[src/rtl/dht11_sched_pkg.sv]
// Shared command/response codes, FSM state encoding and small helpers
// for the DHT11 read scheduler.
package dht11_sched_pkg;

    localparam logic [3:0] CMD_STATUS    = 4'h0;
    localparam logic [3:0] CMD_TEMP      = 4'h1;
    localparam logic [3:0] CMD_HUM       = 4'h2;
    localparam logic [3:0] CMD_CONT_TEMP = 4'h3;
    localparam logic [3:0] CMD_CONT_HUM  = 4'h4;
    localparam logic [3:0] CMD_STOP      = 4'h5;

    localparam logic [7:0] RSP_OK        = 8'h07;
    localparam logic [7:0] RSP_HUM       = 8'h08;
    localparam logic [7:0] RSP_TEMP      = 8'h09;
    localparam logic [7:0] RSP_STOPPED   = 8'h0A;
    localparam logic [7:0] RSP_FAULT     = 8'h1F;
    localparam logic [7:0] RSP_INVALID   = 8'hFF;

    typedef enum logic [2:0] {
        ST_IDLE,
        ST_GUARD,
        ST_LOW,
        ST_READ,
        ST_EVAL,
        ST_RESP,
        ST_CONT_WAIT
    } state_t;

    typedef enum logic [1:0] {
        KIND_STATUS,
        KIND_TEMP,
        KIND_HUM
    } kind_t;

    // Bits needed to hold values 0..max_val (at least one).
    function automatic int cnt_width(input int max_val);
        return (max_val < 2) ? 1 : $clog2(max_val + 1);
    endfunction

    function automatic logic cmd_needs_read(input logic [3:0] code);
        return code <= CMD_CONT_HUM;
    endfunction

    function automatic logic cmd_is_cont(input logic [3:0] code);
        return (code == CMD_CONT_TEMP) || (code == CMD_CONT_HUM);
    endfunction

    function automatic kind_t cmd_kind(input logic [3:0] code);
        case (code)
            CMD_TEMP, CMD_CONT_TEMP: return KIND_TEMP;
            CMD_HUM, CMD_CONT_HUM:   return KIND_HUM;
            default:                 return KIND_STATUS;
        endcase
    endfunction

    // Checksum byte must equal the 8-bit wrapped sum of the four data bytes.
    function automatic logic checksum_ok(input logic [39:0] d);
        logic [7:0] sum;
        sum = d[39:32] + d[31:24] + d[23:16] + d[15:8];
        return sum == d[7:0];
    endfunction

endpackage

[src/rtl/dht11_guard_timer.sv]
// Saturating cycle counter enforcing the minimum rest time between sensor reads.
module dht11_guard_timer
    import dht11_sched_pkg::*;
#(
    parameter int GUARD_CYCLES = 100_000_000
) (
    input  logic clock,
    input  logic reset,
    input  logic clear,
    output logic expired
);

    localparam int              GW    = cnt_width(GUARD_CYCLES);
    localparam logic [GW-1:0]   LIMIT = GW'(GUARD_CYCLES);

    logic [GW-1:0] count;

    always_ff @(posedge clock) begin
        if (reset || clear) begin
            count <= '0;
        end else if (count < LIMIT) begin
            count <= count + 1'b1;
        end
    end

    assign expired = (count >= LIMIT);

endmodule

[src/rtl/dht11_read_scheduler.sv]
// Command-driven scheduler for DHT11 reads: enforces the guard interval, pulses
// the sensor enable, checks the result and returns one response per command.
module dht11_read_scheduler
    import dht11_sched_pkg::*;
#(
    parameter int GUARD_CYCLES   = 100_000_000,
    parameter int TIMEOUT_CYCLES = 5_000_000,
    parameter int LOW_CYCLES     = 100
) (
    input  logic        clock,
    input  logic        reset,
    input  logic        cmd_valid,
    output logic        cmd_ready,
    input  logic [3:0]  cmd_code,
    output logic        resp_valid,
    input  logic        resp_ready,
    output logic [7:0]  resp_code,
    output logic [7:0]  resp_data,
    output logic        sensor_enable,
    input  logic [39:0] sensor_data,
    input  logic        sensor_error,
    input  logic        sensor_done,
    output state_t      state_dbg
);

    // Handshakes: a transfer happens on a clock edge where valid and ready are
    // both high; a raised resp_valid holds code and data until that edge.

    localparam int            TW       = cnt_width(TIMEOUT_CYCLES);
    localparam int            LW       = cnt_width(LOW_CYCLES);
    localparam logic [TW-1:0] TMO_LAST = TW'(TIMEOUT_CYCLES - 1);
    localparam logic [LW-1:0] LOW_LAST = LW'(LOW_CYCLES - 1);

    state_t        state;
    kind_t         kind;
    logic          cont_mode;
    logic          timed_out;
    logic          err_q;
    logic [39:0]   data_q;
    logic [TW-1:0] tmo_cnt;
    logic [LW-1:0] low_cnt;

    logic          timeout_hit;
    logic          guard_clear;
    logic          guard_expired;
    logic          eval_fault;
    logic [7:0]    eval_code;
    logic [7:0]    eval_data;

    assign state_dbg   = state;
    assign timeout_hit = (tmo_cnt == TMO_LAST);
    // Clear on the very edge that leaves READ, so the guard starts with EVAL.
    assign guard_clear = (state == ST_READ) && (sensor_done || timeout_hit);

    dht11_guard_timer #(
        .GUARD_CYCLES (GUARD_CYCLES)
    ) u_guard (
        .clock   (clock),
        .reset   (reset),
        .clear   (guard_clear),
        .expired (guard_expired)
    );

    always_comb begin
        eval_fault = err_q || timed_out || !checksum_ok(data_q);
        eval_code  = RSP_FAULT;
        eval_data  = 8'h00;
        if (!eval_fault) begin
            case (kind)
                KIND_TEMP: begin
                    eval_code = RSP_TEMP;
                    eval_data = data_q[23:16];
                end
                KIND_HUM: begin
                    eval_code = RSP_HUM;
                    eval_data = data_q[39:32];
                end
                default: begin
                    eval_code = RSP_OK;
                    eval_data = 8'h00;
                end
            endcase
        end
    end

    always_ff @(posedge clock) begin
        if (reset) begin
            state         <= ST_IDLE;
            cmd_ready     <= 1'b1;
            resp_valid    <= 1'b0;
            resp_code     <= 8'h00;
            resp_data     <= 8'h00;
            sensor_enable <= 1'b0;
            cont_mode     <= 1'b0;
            kind          <= KIND_STATUS;
            timed_out     <= 1'b0;
            err_q         <= 1'b0;
            data_q        <= '0;
            tmo_cnt       <= '0;
            low_cnt       <= '0;
        end else begin
            case (state)
                ST_IDLE: begin
                    if (cmd_valid) begin
                        cmd_ready <= 1'b0;
                        if (cmd_needs_read(cmd_code)) begin
                            kind      <= cmd_kind(cmd_code);
                            cont_mode <= cmd_is_cont(cmd_code);
                            state     <= ST_GUARD;
                        end else begin
                            resp_code  <= (cmd_code == CMD_STOP) ? RSP_STOPPED : RSP_INVALID;
                            resp_data  <= 8'h00;
                            resp_valid <= 1'b1;
                            state      <= ST_RESP;
                        end
                    end
                end

                ST_GUARD: begin
                    if (guard_expired) begin
                        low_cnt <= '0;
                        state   <= ST_LOW;
                    end
                end

                ST_LOW: begin
                    if (low_cnt == LOW_LAST) begin
                        sensor_enable <= 1'b1;
                        tmo_cnt       <= '0;
                        state         <= ST_READ;
                    end else begin
                        low_cnt <= low_cnt + 1'b1;
                    end
                end

                ST_READ: begin
                    // A done arriving on the last allowed cycle still counts as success.
                    if (sensor_done) begin
                        sensor_enable <= 1'b0;
                        data_q        <= sensor_data;
                        err_q         <= sensor_error;
                        timed_out     <= 1'b0;
                        state         <= ST_EVAL;
                    end else if (timeout_hit) begin
                        sensor_enable <= 1'b0;
                        err_q         <= 1'b0;
                        timed_out     <= 1'b1;
                        state         <= ST_EVAL;
                    end else begin
                        tmo_cnt <= tmo_cnt + 1'b1;
                    end
                end

                ST_EVAL: begin
                    resp_code  <= eval_code;
                    resp_data  <= eval_data;
                    resp_valid <= 1'b1;
                    if (eval_fault) begin
                        cont_mode <= 1'b0;
                    end
                    state <= ST_RESP;
                end

                ST_RESP: begin
                    if (resp_ready) begin
                        resp_valid <= 1'b0;
                        cmd_ready  <= 1'b1;
                        state      <= cont_mode ? ST_CONT_WAIT : ST_IDLE;
                    end
                end

                ST_CONT_WAIT: begin
                    // A command takes priority over starting the next periodic read.
                    if (cmd_valid) begin
                        cmd_ready  <= 1'b0;
                        resp_data  <= 8'h00;
                        resp_valid <= 1'b1;
                        state      <= ST_RESP;
                        if (cmd_code == CMD_STOP) begin
                            cont_mode <= 1'b0;
                            resp_code <= RSP_STOPPED;
                        end else begin
                            resp_code <= RSP_INVALID;
                        end
                    end else if (guard_expired) begin
                        cmd_ready <= 1'b0;
                        low_cnt   <= '0;
                        state     <= ST_LOW;
                    end
                end

                default: begin
                    state         <= ST_IDLE;
                    cmd_ready     <= 1'b1;
                    resp_valid    <= 1'b0;
                    sensor_enable <= 1'b0;
                    cont_mode     <= 1'b0;
                end
            endcase
        end
    end

endmodule

[config.mk]
export PLATFORM = sky130hd
export DESIGN_NAME = dht11_read_scheduler
export DESIGN_NICKNAME = d
export VERILOG_FILES = /design/src/rtl/dht11_sched_pkg.sv /design/src/rtl/dht11_guard_timer.sv /design/src/rtl/dht11_read_scheduler.sv
export SDC_FILE = /design/constraint.sdc
export NUM_CORES = 1
export LEC_CHECK = 0
export CAP_MARGIN = 15
export CORE_MARGIN = 8
export CORE_UTILIZATION = 40
export DETAILED_ROUTE_END_ITERATION = 10
export HOLD_SLACK_MARGIN = 0.05
export PLACE_DENSITY = 0.7
export SYNTH_ARGS = -nofsm -noshare
export SYNTH_HDL_FRONTEND = slang
export SYNTH_SLANG_ARGS = --single-unit
[constraint.sdc]
create_clock -name clock -period 7.15 [get_ports clock]
set_clock_uncertainty 0.15 [all_clocks]
set_input_delay 1.7875 -clock clock [delete_from_list [all_inputs] [get_ports clock]]
set_output_delay 1.7875 -clock clock [all_outputs]
set_load 0.05 [all_outputs]
---- Word level (Yosys, flattened, before mapping) ----
Cells that the tools add are included.
storage, ports and cells
  register bits after elaboration ......... 124
  bits of input ports ..................... 50
  output and inout port bits .............. 22
operators by class
  add/subtract/negate cells ............... 6
  $lt $le $gt $ge ......................... 3
  equality and inequality tests ........... 30
  mux-type cells .......................... 55
  bitwise operators ....................... 4
  reduce and logical (&&, ||, !) cells .... 29
operators with widths
  cell                                                        number
  two-way mux 23 bit                                          3
  two-way mux 8 bit                                           8
  one-hot mux 8 bit (3 select lines)                          2
  one-hot mux 23 bit (2 select lines)                         1
  adder 27 x 1 -> 27 bit (second input constant)              1
  greater-or-equal comparator 27 bit (second input constant)  1
  < comparator 27 bit (second input constant)                 1
  two-way mux 3 bit                                           9
  adder 8 bit                                                 3
  != test 2 bit (second input constant)                       12
  adder 23 x 1 -> 23 bit (second input constant)              1
  == test 23 bit (second input constant)                      1
  two-way mux 7 bit                                           3
  one-hot mux 3 bit (7 select lines)                          1
  one-hot mux 7 bit (3 select lines)                          1
  two-way mux 1 bit                                           19
  one-hot mux 8 bit (2 select lines)                          1
  AND reduction 4 bit                                         4
  == test 3 bit (second input constant)                       3
  AND reduction 3 bit                                         3
  == test 4 x 2 -> 1 bit (second input constant)              2
  == test 4 x 3 -> 1 bit (second input constant)              2
  == test 8 bit                                               1
  one-hot mux 1 bit (4 select lines)                          2
  other kinds (28)                                            42

---- Logic depth before layout (Yosys ltp) ----
Gate-level depths: netlist (run 1).
  depth after elaboration ................. 8
  mapped depth ............................ 13
  gate-level depth less buffers ........... 12

---- Cells and area by module ----
Synthesis (run 1) repeated with hierarchy kept, for this count alone.
second synthesis, totals
  cells, all modules ...................... 761
  area total of the unflattened synthesis .. 6313.6 sq um
modules (own cells, without submodules)
  module                times used  cells each  area an instance (sq um)  seq. area each (sq um)
  dht11_read_scheduler  1           594         4934.7                    1901.8
  dht11_guard_timer     1           167         1378.8                    540.5

---- Worst setup path after synthesis (run 1) ----
Ideal clock, no wire load.
  kind .................................... register -> register
  from .................................... register data_q[9]
  to ...................................... register resp_data[1]
  library setup time ...................... 117 ps
  data arrival time ....................... 3547 ps
  path slack .............................. 3336 ps
  cell stages (with the launch flop) ...... 14
  cells stage by stage .................... dfxtp_1 fa_1 inv_1 fa_1 inv_1 ha_1 fa_1 a21o_1 a21oi_1 and4b_1 or3_1 and4_1 clkbuf_1 a32o_1
on the way
  word-level cells in the longest chain between the ends .. 6
ends and longest elaborated chain
  element                             line                         text
  from (decl)                         dht11_read_scheduler.sv:39   logic [39:0] data_q;
  from (signal assigned)              dht11_read_scheduler.sv:140  data_q <= sensor_data;
  adder 8 bit                         dht11_sched_pkg.sv:59        sum = d[39:32] + d[31:24] + d[23:16] + d[15:8];
  == test 8 bit                       dht11_sched_pkg.sv:60        return sum == d[7:0];
  zero test 1 bit                     dht11_read_scheduler.sv:65   eval_fault = err_q || timed_out || !checksum_ok(data_q);
  logical OR 1 bit                    dht11_read_scheduler.sv:65
  two-way mux 8 bit                   dht11_read_scheduler.sv:68   if (!eval_fault) begin
  one-hot mux 8 bit (3 select lines)  dht11_read_scheduler.sv:102  case (state)
  to (signal assigned)                dht11_read_scheduler.sv:156  resp_data <= eval_data;
  to (decl)                           dht11_read_scheduler.sv:18   output logic [7:0] resp_data,
No other way between the ends.
A chain may end at the register's enable or synchronous reset.

---- Worst setup path after layout (run 1) ----
  from .................................... input port reset
  to ...................................... register u_guard.count[1]
on the way
  word-level cells in the longest chain between the ends .. 1
ends and longest elaborated chain
  element               line                        text
  from (decl)           dht11_read_scheduler.sv:11  input logic reset,
  logical OR 1 bit      dht11_guard_timer.sv:19     if (reset || clear) begin
  to (signal assigned)  dht11_guard_timer.sv:22     count <= count + 1'b1;
  to (decl)             dht11_guard_timer.sv:16     logic [GW-1:0] count;
No other way between the ends.

==> results of run 1 <==
[kinds of logic (layout without fill, tap and decap cells)]
| group | count (synthesis) | count (layout) |
|---|---|---|
| AOI/OAI and AO/OA | 170 | 170 |
| xor gates and xnor gates | 51 | 51 |
| DFF | 122 | 122 |
| buffers and inverters | 63 | 130 |
| adders and majority gates | 27 | 27 |
| muxes | 4 | 4 |
| and+or+nand+nor | 213 | 213 |
[worst max-delay path: cells and delay by family]
| family | cells | cell delay (ns) |
|---|---|---|
| AND/OR/NAND/NOR | 1 | 0.79 |
| AO/OA/AOI/OAI | 2 | 1.26 |
| buffers and inverters | 1 | 0.70 |
[cell type report]
class,count,share of cell area (%)
clock buffers,18,5.917
clock inverters,14,1.821
inverters,24,1.214
flip-flops and latches,122,32.91
repair buffers,74,9.879
well taps,188,3.169
multi-input cells,465,45.09
[power breakdown]
| part | internal (mW) | switching, mW | total (mW) |
|---|---|---|---|
| Clock | 0.493 | 0.335 | 0.828 |
| Combinational | 0.0734 | 0.121 | 0.194 |
| Sequential | 0.694 | 0.0160 | 0.710 |
[worst paths after layout]
| path | start | to | slack [ns] |
|---|---|---|---|
| worst max-delay path | reset | u_guard.count[1] | 2.76 |
| worst min-delay path | timed_out | timed_out | 0.32 |
| worst max register to register | data_q[9] | resp_data[3] | 3.07 |
| worst min register to register | timed_out | timed_out | 0.32 |
[sequential cells by signal, indices dropped and copies added, names as in the netlist, 2 cells and up]
name,count
low_cnt,7
u_guard.count,27
resp_code,6
state_dbg,3
data_q,40
kind,2
tmo_cnt,23
resp_data,8
[cell usage in the layout, fill, tap and decap left out, types with 7 or more instances in the layout]
cell type          n
dfxtp_1          122
clkdlybuf4s50_1   71
nor2_1            54
a22o_1            49
nand2_1           42
xnor2_1           41
a21oi_1           35
nand3_1           25
o21ai_0           24
inv_1             23
clkbuf_16         17
fa_1              14
ha_1              13
or4_1             12
or3_1             11
and4_1             9
nand4_1            9
a211oi_1           9
o31ai_1            9
nor4_1             8
nor4b_1            8
xor2_1             8
a32o_1             8
and3_1             7
[per-layer routing]
metal  GRT usage, %  wire length [microns]  vias to the layer above
met3          4.234                    744                       25
li1               -                      -                     2511
met1          18.17                   6491                     2435
met2          24.51                   6955                      128
met5              0                      0                        -
met4          6.701                    313                        0
[stage by stage]
step | std cells | setup slack [ns] | area, sq um | power, mW
final | 905 | 2.764 | 7422 | 1.733
after floorplan | 650 | 3.336 | 6032 | 0.8407
after CTS | 905 | 2.742 | 7422 | 1.748
after global routing | 905 | 2.470 | 7422 | 1.794
after global placement | 873 | 2.406 | 6848 | 0.9140
after detailed placement | 873 | 2.287 | 6848 | 0.9185
==> results.json, run 1 <==
{
  "status": "finished, final reports clean",
  "cts_setup_buffers": 0,
  "ys_top_cells_by_area": "dfxtp_1 (40%), a22o_1 (7.1%), xnor2_1 (6.0%), fa_1 (4.6%), nor2_1 (3.4%)",
  "synth_seq_cells": 122,
  "numCtsBuffers": 17,
  "seq_area_frac_synth_pct": 40.49,
  "n_antenna_cell": 0,
  "holdWs_ns": 0.3156,
  "die_area_sq_um": 19270,
  "ys_top_cells_by_count": "dfxtp_1 (122), nor2_1 (54), a22o_1 (49)",
  "slowest_delay_ns": 0.92,
  "crit_path_end_kind": "flop",
  "synth_mux_area_share_pct": 0.6845,
  "vdd_drop_max_mv": 0.1768,
  "cts.clk_slew.worst_paths_ns": 0.06,
  "drt-total-wl_microns": 14510,
  "htree_levels": 4,
  "critPathRequiredTime_ns": 7.32,
  "cts.sinks": 122,
  "dr.first_iter.drc_count": 260,
  "min_period_over_period_pct": 61.34,
  "critical_path_class": "input port to flop",
  "grt_pass1_vias": 4956,
  "grt_pass1_wl_microns": 23990,
  "die-height_microns": 138.8,
  "grt_use_total_pct": 15.05,
  "synth_top_area_share_pct": 40.49,
  "cts-root-buf": "clkbuf_16",
  "utilization_pct": 49.56,
  "grt.overflow.total": 0,
  "hold_class": "flop to flop",
  "wl_per_cell_microns": 16.03,
  "final_nets": 781,
  "grt_max_degree": 44,
  "cellLeakagePower_nw": 2.668,
  "min_period_ns": 4.386,
  "synthXorXnorAreaFrac_pct": 7.861,
  "slew_headroom_pct": 31.18,
  "fmax_mhz": 228.0,
  "vias": 5099,
  "initial_utilization_pct": 40.28,
  "synth_edf_count": 0,
  "clk_path_buf_depth": 2,
  "synth_top_family_by_area": "compound AO/OA/AOI/OAI gates",
  "synth.most_common_cell": "dfxtp_1",
  "tightest_slew_ns": 1.030,
  "crit_fanout": 43,
  "cp-start-kind": "input port",
  "layout-drive-gt1-share_pct": 6.416,
  "ios": 72,
  "dieWidth_microns": 138.8,
  "synth_area_sq_um": 6032,
  "fin_tns_setup_ns": 0,
  "rsz0062_at_grt": "no",
  "antenna_found_initial": 0,
  "synth_compound_area_share_pct": 20.33,
  "place.gp.congestion": 0.7821,
  "multi_input_area_sq_um": 3347,
  "drtPass1Iterations": 7,
  "synth_area_per_cell_sq_um": 9.280,
  "critPathArrivalTime_ns": 4.56,
  "synth.net_count": 727,
  "postCtsHoldBufs": 0,
  "synth_top_area_cell": "dfxtp_1",
  "power_density_nw_per_um2": 233.5,
  "crit_chain": "clkdlybuf4s50_1 > a21oi_4 > nand2b_1 > a21oi_1",
  "hpwl_microns": 10590,
  "via_per_inst": 5.634,
  "drv_cap": 0,
  "setup_viol_count_final": 0,
  "regArea_sq_um": 2442,
  "synthFlopType": "dfxtp_1",
  "maxSlewViolCount": 0,
  "clk_latency_ns": 0.42,
  "numPortBuffers": 71,
  "cts_resized": 0,
  "async_reset_ff_share_pct": 0,
  "finalHoldViolCount": 0,
  "post_synth_inst_count": 650,
  "ys.warnings.count": 0,
  "hold-path-cell-count": 1,
  "tritoncts": "done",
  "ys_types": 60,
  "fp-row-count": 45,
  "area_delta_synth_final_pct": 23.05,
  "r2r_cells": 12,
  "synthSimpleGateAreaFrac_pct": 19.08,
  "crit_slowest_cell": "a21oi_4",
  "postRouteAntennaNets": 0,
  "fillers": 1392,
  "drc": 0,
  "synth_adder_area_share_pct": 7.343,
  "core_sq_um": 14980
}
Note: power is estimated with default switching activity, not from simulation.
==> inputs of run 2 (changes only) <==
Clock period 7.15 ns to 4.34 ns, I/O delays scaled along.
==> run 2 against run 1 <==
  * Clock power is 78% higher
  * Die area stayed put
  * Combinational power up 68%
  * Critical path depth grew 8
  * Worst hold slack barely moved
  * Worst setup slack got worse by 2.4 ns
  * Final cell count increased by 0.44%
  * Register-to-register slack worse by 2.7 ns
  * Flip-flop and latch count unchanged
  * Routed wire length is 4.5% higher
  * Cell area grew 1.0%
  * Largest cell class unchanged
  * Highest routed layer unchanged
==> results.json, run 2 (synthesized netlist as in run 1, its figures left out) <==
{
  "maxSlewViolCount": 0,
  "numCtsBuffers": 17,
  "core_sq_um": 14980,
  "finalNonFillerCells": 909,
  "drt-total-wl_microns": 15160,
  "drc": 0,
  "multi_input_area_sq_um": 3347,
  "fin_tns_setup_ns": 0,
  "grt_pass1_vias": 5050,
  "hold_class": "flop to flop",
  "fp-row-count": 45,
  "grt_use_total_pct": 15.69,
  "via_per_inst": 5.658,
  "use_met3_pct": 4.923,
  "cts_setup_buffers": 0,
  "layout-drive-gt1-share_pct": 6.796,
  "setup_viol_count_final": 0,
  "initial_utilization_pct": 40.28,
  "utilization_pct": 50.06,
  "die_area_sq_um": 19270,
  "largest_register_ffs": 40,
  "n_antenna_cell": 0,
  "die-height_microns": 138.8,
  "vias": 5143,
  "numPortBuffers": 71,
  "grt.overflow.total": 0,
  "wl_per_cell_microns": 16.68,
  "hpwl_microns": 11060,
  "cts_resized": 0,
  "top_register": "data_q",
  "antenna_found_initial": 0,
  "final_cell_mix": "dfxtp_1 (122), clkdlybuf4s50_1 (71), nor2_1 (54)",
  "critical_path_class": "flop to flop",
  "busiest_layer": "met2",
  "drv_cap": 0,
  "vdd_drop_max_mv": 0.2650,
  "ios": 72,
  "regArea_sq_um": 2442,
  "grt_pass1_wl_microns": 24830,
  "total_power_mw": 2.961,
  "tritoncts": "done",
  "cts-root-buf": "clkbuf_16",
  "drtPass1Iterations": 5,
  "fillers": 1346,
  "grt_max_degree": 43,
  "slew_headroom_pct": 31.98,
  "clk_latency_ns": 0.42,
  "critPathArrivalTime_ns": 4.13,
  "final_common_cell": "dfxtp_1",
  "tightest_slew_ns": 1.020,
  "dp.cells": 877,
  "holdWs_ns": 0.3157,
  "min_period_ns": 3.979,
  "postCtsHoldBufs": 0,
  "area_delta_synth_final_pct": 24.29,
  "htree_levels": 4,
  "cts.sinks": 122,
  "min_period_over_period_pct": 91.68,
  "place.gp.congestion": 0.8085,
  "grt_use_met1_pct": 18.04,
  "critPathRequiredTime_ns": 4.50,
  "crit_path_end_kind": "flop",
  "cp-start-kind": "flop",
  "grt_util_met2_pct": 26.61,
  "crit_fanout": 12,
  "cts.clk_slew.worst_paths_ns": 0.06,
  "cellLeakagePower_nw": 2.702,
  "postRouteAntennaNets": 0,
  "dr.first_iter.drc_count": 393,
  "fmax_mhz": 251.3,
  "rsz0062_at_grt": "no",
  "largestRegisters": "data_q x40, u_guard.count x27, tmo_cnt x23",
  "finalHoldViolCount": 0,
  "clk_path_buf_depth": 2,
  "power_density_nw_per_um2": 395.0,
  "status": "finished, final reports clean",
  "dieWidth_microns": 138.8,
  "final_nets": 785
}
[run 2: changes by cell type in the layout (fill, tap and decap cells not counted)]
cell        before  now
inv_6            6    2
buf_4            3    7
clkinvlp_4       4    5
bufinv_16        1    3
clkinv_2         1    0
clkbuf_1         0    1
clkbuf_8         1    2
[run 2: final timing paths]
| kind | start | end | slack [ns] | depth (start not counted) |
|---|---|---|---|---|
| worst min-delay path | timed_out | timed_out | 0.32 | 1 |
| worst min register to register | timed_out | timed_out | 0.32 | 1 |
| worst max-delay path | data_q[9] | resp_data[1] | 0.36 | 12 |
| worst max register to register | data_q[9] | resp_data[1] | 0.36 | 12 |
[run 2: worst max-delay path: stages (launching register included)]
cell and delay, ns:
dfxtp_1 0.32, fa_1 0.54, inv_1 0.05, fa_1 0.49, inv_1 0.04, ha_1 0.21, fa_1 0.41, a21o_1 0.22
a21oi_1 0.20, and4b_1 0.22, or3_1 0.40, and4_1 0.29, a32o_1 0.30
[run 2: power breakdown]
group	switching [mW]	internal [mW]	leakage (nW)
clock	0.529	0.937	0.285
combinational	0.201	0.125	1.43
sequential	0.0251	1.14	0.986
total	0.755	2.21	2.70
[run 2: area by class of cell]
| class | count | area share (%) |
|---|---|---|
| clock buffer | 20 | 6.091 |
| clock inverter | 12 | 2.170 |
| inverter | 24 | 1.202 |
| multi-input combinational | 465 | 44.64 |
| sequential | 122 | 32.58 |
| tap | 188 | 3.138 |
| timing repair buffer | 78 | 10.18 |
[run 2: layer usage]
metal  wire [microns]  vias up
met3              809       28
met4              332        0
met2             7465      147
li1                 -     2522
met5                0        -
met1             6555     2446
[run 2: metrics by stage]
stage                     cell area, sq um  setup WS [ns]
after global placement                6878         0.4739
after detailed placement              6878         0.3747
after floorplan                       6032         0.5260
after CTS                             7497         0.3519
after global routing                  7497         0.2012
final                                 7497         0.3611
==> patch (config.mk and constraints of run 2) <==
The parameter `LOW_CYCLES` goes from 100 to 50.
--- a/src/rtl/dht11_read_scheduler.sv
+++ b/src/rtl/dht11_read_scheduler.sv
@@ -5,7 +5,7 @@
 #(
     parameter int GUARD_CYCLES   = 100_000_000,
     parameter int TIMEOUT_CYCLES = 5_000_000,
-    parameter int LOW_CYCLES     = 100
+    parameter int LOW_CYCLES     = 50
 ) (
     input  logic        clock,
     input  logic        reset,
Function: same outputs for any inputs over 10 cycles, from zero or initial values and one cycle with reset high; that may be too few to reach the edited logic, so the function may still have changed.
==> patch against run 2 <==
Core utilization rose by 0.23 points. Via count increased by 0.95%. Largest power group unchanged. Synthesized cell count increased by 0.92%. Setup slack worse by 0.21 ns. Cell area is 0.83% higher. Total power fell by 4.2%. Sequential cell count decreased by 1. Global-route usage increased by 0.31 points. Area after synthesis is 1.1% higher. Highest routed layer unchanged. Cell count increased by 1.3%. Non-clock buffer count decreased by 3. Routed wire length increased by 0.27%.
==> patch: results (changes against run 2) <==
[status]
status = finished, final reports clean

[pwr]
pwr-share-comb_pct = 8.5  ; -2.5 points
top_power_group = the clock network
irDropWorstVdd_uv = 290  ; +9.5%
p_int_mw = 2.09  ; -5.1%
clock_power_mw = 1.44
power.leakage_nw = 2.71  ; +0.38%

[logic_synthesis]
synth_nets = 734  ; +0.96%
synthFlopType = dfxtp_1
synthTopCellsByArea = dfxtp_1 40%, a22o_1 6.6%, fa_1 4.6%, a21oi_1 3.3%, o21ai_0 3.3%
async_flop_share_pct = 0  ; unchanged
synthDistinctLibCells = 76  ; +27%
yosys_warnings = 0  ; unchanged
synth_common_cells = 121 x dfxtp_1, 52 x nor2_1, 46 x a22o_1
ys_seq_area_share_pct = 39.7  ; -0.77 points

[grt]
track_usage_pct = 16.0  ; +0.31 points
use_met1_pct = 19.0  ; +1.0 points
grt_pass1_vias = 5158  ; +2.1%
grt_pass1_wl_um = 25500  ; +2.8%
met3_usage_pct = 5.75  ; +0.82 points
antenna_found_initial = 0  ; unchanged
grt_use_met2_pct = 26.8  ; +0.20 points
grt_max_degree = 42  ; -2.3%

[drt]
drc = 0  ; unchanged
routed-wl-met3_um = 811  ; +0.25%
num_vias = 5192  ; +0.95%
dr.first_iter.drc_count = 260  ; -34%
drtPass1Iterations = 5  ; unchanged
met2_length_um = 7460  ; about the same
wl_um = 15200  ; +0.27%
wl_met1_um = 6760  ; +3.1%

[place]
dp.final_hpwl_um = 11200  ; +1.5%
place.gp.congestion = 0.804  ; -0.58%
io_buffers = 71  ; unchanged

[clocking]
cts_setup_buffers = 0  ; unchanged
clk_pin_slew_ns = 0.06  ; about the same
cts-root-buf = clkbuf_16
cts_resized = 0  ; unchanged
clkLatencyLatePin_ns = 0.42  ; about the same
clock_path_buffers = 2  ; unchanged

[setup_path]
r2r-end = resp_code[2]$_SDFFE_PP0P_
path_class = flop to flop
cp.arrival_ns = 4.32  ; +0.19 ns
cpPeakStageDelay_ns = 0.68  ; +0.14 ns
cp_max_fo = 4  ; -8
slowest_stage = a2111oi_0
regToRegSetupSlack_ns = 0.15  ; -0.21 ns

[final_layout]
top_regs = data_q: 40 flops, u_guard.count: 27 flops, tmo_cnt: 23 flops
nets = 798  ; +1.7%
drive_gt1_share_pct = 8.73  ; +1.9 points
n_antenna_cell = 0  ; unchanged
fillCellCount = 1362  ; +1.2%

[sta]
slew-limit-headroom_pct = 42.2  ; +10 points

[min_path]
hold_depth = 1  ; unchanged
holdPathEnd = resp_data[7]$_SDFFE_PP0P_
hp-start = resp_data[7]$_SDFFE_PP0P_

[patch: changes by cell type in the layout (fill, tap and decap cells not counted), sizes merged, moves of 5 or more]
cell and change:
nor3 +10, xnor2 -19, and4 -6, xor2 +13, o21ai +15, or4 -7
or3 +10, nand2 -6, nand3 -7, o2111ai +6, a21oi +5, inv +13
[patch: final cells by class]
class | instances | area [µm²] | share of cell area [%]
multi-input combinational | 475 | 3450 | 45.6
sequential | 121 | 2420 | 32.0
timing repair buffer | 75 | 741 | 9.80
clock buffer | 17 | 425 | 5.63
tap | 188 | 235 | 3.11
clock inverter | 15 | 178 | 2.35
inverter | 30 | 113 | 1.49
[patch: through the flow]
step / cells / cell area [µm²] / setup slack [ns] / hold WS, ns / power [mW]
floorplan: 656 / 6100 / 0.519 / 0.288 / 1.31
global placement: 889 / 6960 / 0.358 / 0.304 / 1.41
detailed placement: 889 / 6960 / 0.193 / 0.305 / 1.42
CTS: 921 / 7560 / 0.170 / 0.319 / 2.86
global route: 921 / 7560 / 0.0584 / 0.337 / 2.94
finish: 921 / 7560 / 0.148 / 0.314 / 2.84
[patch: worst register-to-register path, cell delays in order (launching register included)]
cell       delay (ns)
dfxtp_1          0.33
fa_1             0.53
inv_1            0.05
fa_1             0.49
inv_1            0.04
ha_1             0.22
fa_1             0.41
a21o_1           0.21
a21oi_2          0.22
xnor3_1          0.25
a211o_1          0.35
a2111oi_0        0.68
o2bb2ai_1        0.13
[patch: cell families (layout without fill, tap and decap cells)]
logic type,count (synthesis),count (layout),share of synthesized area (%)
muxes,5,5,0.841
xor gates and xnor gates,44,44,6.54
DFF,121,121,39.7
buffers and inverters,60,137,4.00
and+or+nand+nor,207,207,18.6
adders and majority gates,28,28,7.47
AOI/OAI and AO/OA,191,191,22.8
